$ cat src/rtl/clock_period_meter.sv
// Measures period and high time of a slow asynchronous clock in clk cycles,
// delivering each completed measurement through a valid/ready handshake.
module clock_period_meter #(
  parameter int unsigned CNT_W   = 16,
  parameter int unsigned TIMEOUT = 65535
) (
  input  logic             clk,
  input  logic             rst,
  input  logic             clk_in,
  input  logic             enable,
  input  logic             clear,
  output logic [CNT_W-1:0] period,
  output logic [CNT_W-1:0] high_time,
  output logic             valid,
  input  logic             ready,
  output logic             edge_pulse,
  output logic             timeout,
  output logic             overrun
);

  typedef enum logic [1:0] {IDLE, ARM, MEASURE} state_t;

  localparam logic [CNT_W:0] TIMEOUT_V = (CNT_W+1)'(TIMEOUT);

  state_t           state, state_next;
  logic             s1, s2, s3;
  logic             rise, fall;
  logic [CNT_W-1:0] cnt, cnt_next;
  logic [CNT_W-1:0] hi_q, hi_next;
  logic [CNT_W:0]   cnt_inc;
  logic             result_load, timeout_set, drop;

  assign rise    = s2 & ~s3;
  assign fall    = ~s2 & s3;
  assign cnt_inc = {1'b0, cnt} + 1'b1;
  assign drop    = valid & ~ready;

  always_ff @(posedge clk or negedge rst) begin
    if (!rst) begin
      s1 <= 1'b0;
      s2 <= 1'b0;
      s3 <= 1'b0;
    end else begin
      s1 <= clk_in;
      s2 <= s1;
      s3 <= s2;
    end
  end

  always_ff @(posedge clk or negedge rst) begin
    if (!rst) state <= IDLE;
    else      state <= state_next;
  end

  always_comb begin
    state_next  = state;
    cnt_next    = cnt;
    hi_next     = hi_q;
    result_load = 1'b0;
    timeout_set = 1'b0;
    if (!enable) begin
      state_next = IDLE;
      cnt_next   = '0;
    end else begin
      case (state)
        IDLE: begin
          cnt_next   = '0;
          state_next = ARM;
        end
        ARM: begin
          if (rise) begin
            cnt_next   = '0;
            hi_next    = '0;
            state_next = MEASURE;
          end
        end
        MEASURE: begin
          cnt_next = cnt_inc[CNT_W-1:0];
          if (fall) hi_next = cnt_inc[CNT_W-1:0];
          // hi_q restarts at every rise so a period without a fall reports 0
          if (rise) begin
            result_load = 1'b1;
            cnt_next    = '0;
            hi_next     = '0;
          end else if (cnt_inc == TIMEOUT_V) begin
            timeout_set = 1'b1;
            cnt_next    = '0;
            state_next  = ARM;
          end
        end
        default: state_next = IDLE;
      endcase
    end
  end

  always_ff @(posedge clk or negedge rst) begin
    if (!rst) begin
      cnt        <= '0;
      hi_q       <= '0;
      edge_pulse <= 1'b0;
      timeout    <= 1'b0;
      overrun    <= 1'b0;
    end else begin
      cnt        <= cnt_next;
      hi_q       <= hi_next;
      edge_pulse <= rise;
      timeout    <= timeout_set | (timeout & ~clear);
      overrun    <= (result_load & drop) | (overrun & ~clear);
    end
  end

  always_ff @(posedge clk or negedge rst) begin
    if (!rst) begin
      period    <= '0;
      high_time <= '0;
      valid     <= 1'b0;
    end else if (result_load && !drop) begin
      period    <= cnt_inc[CNT_W-1:0];
      high_time <= hi_q;
      valid     <= 1'b1;
    end else if (valid && ready) begin
      valid <= 1'b0;
    end
  end

endmodule

$ cat config.mk
export PLATFORM = sky130hd
export DESIGN_NAME = clock_period_meter
export DESIGN_NICKNAME = d
export VERILOG_FILES = /design/src/rtl/clock_period_meter.sv
export SDC_FILE = /design/constraint.sdc
export NUM_CORES = 1
export LEC_CHECK = 0
export ABC_AREA = 0
export CORE_MARGIN = 3
export CORE_UTILIZATION = 40
export DETAILED_ROUTE_END_ITERATION = 8
export GPL_ROUTABILITY_DRIVEN = 0
export GPL_TIMING_DRIVEN = 1
export SLEW_MARGIN = 20
export SYNTH_ARGS = -nofsm -noshare
export SYNTH_HDL_FRONTEND = slang
export SYNTH_SLANG_ARGS = --single-unit
$ cat constraint.sdc
create_clock -name clk -period 4.4 [get_ports clk]
set_clock_uncertainty 0.15 [all_clocks]
set_input_delay 1.1 -clock clk [delete_from_list [all_inputs] [get_ports clk]]
set_output_delay 1.1 -clock clk [all_outputs]
set_load 0.02 [all_outputs]
==> PnR_summary.wiki <==
{| class="wikitable"
! Metric !! Value
|-
| Number of buffers and inverters on the critical path || 0
|-
| Fraction of layout cells with a size suffix above 1 || 6.49%
|-
| Global-route wire length before repair || ~12000 um
|-
| Critical path start-end classification || flop to flop
|-
| Number of nets produced by synthesis || 356
|-
| Number of buffers added to fix hold violations after cts || 0
|-
| Type of destination of the critical path || flop
|-
| Count of pins over their slew limit || 0
|-
| Clock transition time at the flip-flop clock pins of the worst setup and hold paths || 80 ps
|-
| Clock Root Buffer || sky130_fd_sc_hd__clkbuf_8
|-
| Overall Power || between 0.001 and 0.0015 W
|-
| Core outline area || slightly below 8000 sq um
|-
| Area growth, synth to finish || 20.8%
|-
| Final setup violation count || 0
|-
| Die area || approximately 9300 sq um
|-
| Remaining routing DRC violations || 0
|-
| Number of DRC markers after the initial detailed-route iteration || 129
|-
| Top-level port count || between 40 and 50
|-
| Async set or reset register ratio after synthesis || 100%
|-
| Most common flop cell mapped by yosys || sky130_fd_sc_hd__dfrtp_1
|-
| CP delay by family, top || simple AND/OR/NAND/NOR gates
|-
| Mean Syn Cell Area || approximately 9.4 sq um
|-
| Worst min-delay path category || flop to flop
|-
| Slowest cell on crit path || sky130_fd_sc_hd__dfrtp_1
|-
| Max-cap violations || 0
|-
| Routed vias/inst || between 5 and 6
|-
| NumNets Final || 390
|-
| Final worst path period share || 69.8%
|-
| ANT cells || 0
|-
| Part of the Yosys area used for sequential elements || between 50% and 60%
|-
| Dominant cells by area after synthesis || sky130_fd_sc_hd__dfrtp_1, sky130_fd_sc_hd__nand2_1, sky130_fd_sc_hd__o21ai_0, sky130_fd_sc_hd__xnor2_1, sky130_fd_sc_hd__a211o_1
|-
| Status || finished clean
|-
| Seq cells post-synth || 73
|-
| Total of cells resized after clock tree synthesis || 0
|-
| Highest ir drop seen on vdd || 0.150 mV
|-
| Die Y || 96.3 um
|-
| DR vias || 2466
|-
| Maximum number of pins on one net before global-route repair || 49
|-
| CTS tree || done
|-
| Initial cell density of the core || 41.8%
|-
| Number of I/O port buffers || 41
|-
| Maximum net fanout on the critical path || 11
|-
| Max Root-Sink Buffers || 2
|-
| Least-Margin Pin Slew || 798 ps
|-
| Number of CTS-inserted buffers || 9
|-
| H-tree depth || 3
|-
| DR pass1 iterations || 4
|-
| Top cell type's share of synthesized area || 56.0%
|-
| Crit path launch type || flop
|-
| Initial antenna violation count || 0
|-
| Die span in x || 96.3 um
|-
| Post-Route WL || between 7000 and 8000 um
|-
| List of cells traversed by the critical path || ha_1, nand4b_1, a211o_1, a2111oi_1, and4_1, or2_1, o21ai_1
|-
| Most numerous cell in the Yosys netlist || sky130_fd_sc_hd__nand2_1
|-
| Placement Rows || 32
|-
| CP max stage delay || around 590 ps
|-
| Number of nets with antenna violations after detailed routing || 0
|-
| Slew Limit Headroom || 46.8%
|-
| Data arrival time of the critical path || approximately 3200 ps
|-
| Power per cell area || 333 nW/um^2
|-
| Post-Synthesis Cell Area || 3260 sq um
|-
| Leakage dissipation || around 1.7 nW
|-
| Number of synthesis warnings || 0
|-
| Fin. Hold Viols || 0
|-
| Per-cell routed wire length || 14.5 um
|-
| # Post-CTS Setup Buffers || 0
|-
| Clk Latency, worst-skew pair || 350 ps
|-
| Period minus WS final || 3070 ps
|-
| Fmax || around 330 MHz
|-
| Number of different library cells in the post-synthesis netlist || 44
|-
| RSZ-0062 raised after global routing || false
|-
| Total negative setup slack || 0 ps
|-
| Synth Instances || 347
|-
| All-layer global routing usage || 16.7%
|-
| Number of enable flip-flop cells after synthesis || 0
|-
| Critical path data required time || 4480 ps
|-
| Top post-synthesis cells by count || sky130_fd_sc_hd__nand2_1, sky130_fd_sc_hd__dfrtp_1, sky130_fd_sc_hd__o21ai_0
|-
| Number of clock sinks || 73
|-
| DPL Wire Length || 4890 um
|-
| Vias in the first global route || 2305
|-
| Dominant cell type by area after synthesis || sky130_fd_sc_hd__dfrtp_1
|-
| Total overflow reported by the global router || 0
|}
## path summary, 6_finish.rpt
path / start / to / slack (ps) / cells past startpoint
max: cnt[0] / cnt[4] / 1330 / 7
min: s1 / s2 / 210 / 0
max reg2reg: cnt[0] / cnt[4] / 1330 / 7
min reg2reg: s1 / s2 / 210 / 0
max in group asynchronous: rst / cnt[15] / 2730 / 2
min in group asynchronous: rst / period[1] / 670 / 1
## metal layers
| layer | up-vias | GRT usage (%) | part of all wire (%) |
|---|---|---|---|
| li1 | 1240 | - | - |
| met1 | 1175 | 24.5 | 51 |
| met2 | 41 | 24.1 | 44 |
| met3 | 10 | 3.99 | 3.9 |
| met4 | 0 | 5.45 | 1.2 |
| met5 | - | 0 | 0 |
## registers in the layout, summed over array words and instances (netlist names)
name and flops:
cnt 16, s3 1, state 2, high_time 16, edge_pulse 1, s1 1, timeout 1, period 16
valid 1, overrun 1, s2 1, hi_q 16
## logic make-up (layout without fill, tap and decap cells)
family | count (synthesis) | count (layout) | share of synthesized area [%]
flip-flops | 73 | 73 | 56.0
adder cells (fa/ha/maj) | 3 | 3 | 1.15
AO/OA/AOI/OAI | 62 | 62 | 11.4
AND/OR/NAND/NOR | 166 | 166 | 23.7
XOR/XNOR | 13 | 13 | 3.49
buffers and inverters | 30 | 68 | 4.22
## cell usage in the layout (no fill, tap or decap), types with 4 or more instances in the layout
master / n
sky130_fd_sc_hd__o21ai_1: 8
sky130_fd_sc_hd__clkdlybuf4s50_1: 40
sky130_fd_sc_hd__o21ai_0: 32
sky130_fd_sc_hd__nand2b_1: 5
sky130_fd_sc_hd__nand4_1: 6
sky130_fd_sc_hd__dfrtp_1: 73
sky130_fd_sc_hd__nor3_1: 7
sky130_fd_sc_hd__xnor2_1: 9
sky130_fd_sc_hd__inv_1: 9
sky130_fd_sc_hd__o31ai_1: 6
sky130_fd_sc_hd__nand2_1: 103
sky130_fd_sc_hd__a211o_1: 6
sky130_fd_sc_hd__nor2_1: 12
sky130_fd_sc_hd__nor4_1: 5
sky130_fd_sc_hd__clkbuf_8: 9
sky130_fd_sc_hd__xor2_1: 4
sky130_fd_sc_hd__nand3_1: 9
## where the power goes
group          internal (W)  switching (W)
Clock              0.000319       0.000265
Sequential         0.000676     0.00000423
Combinational     0.0000147      0.0000322
Total               0.00101       0.000301
## worst reg2reg max path: cells and delay by family (launching register included)
| kind | cells | cell delay [ps] |
|---|---|---|
| AO/OA/AOI/OAI | 3 | 910 |
| flip-flops | 1 | 590 |
| AND/OR/NAND/NOR | 3 | 940 |
| adder cells (fa/ha/maj) | 1 | 360 |
## area by class of cell
class / instances / area [sq um]
clock buffers: 9 / 124
clock inverters: 6 / 90.1
fillers: 741 / 3870
inverters: 9 / 33.8
multi-input cells: 244 / 1300
flip-flops and latches: 73 / 1830
well taps: 102 / 128
repair buffers: 44 / 440
## stage by stage
stage	utilization (%)	area, sq um	hold WS [ps]	setup WS, ps	cells
final	50.4	3940	205	1330	487
after global routing	50.4	3940	213	1110	487
after CTS	50.4	3940	207	1350	487
after detailed placement	47.7	3720	188	1350	472
after global placement	47.7	3720	183	1510	472
after floorplan	-	3260	181	1950	347
(Power assumes the default switching activity.)
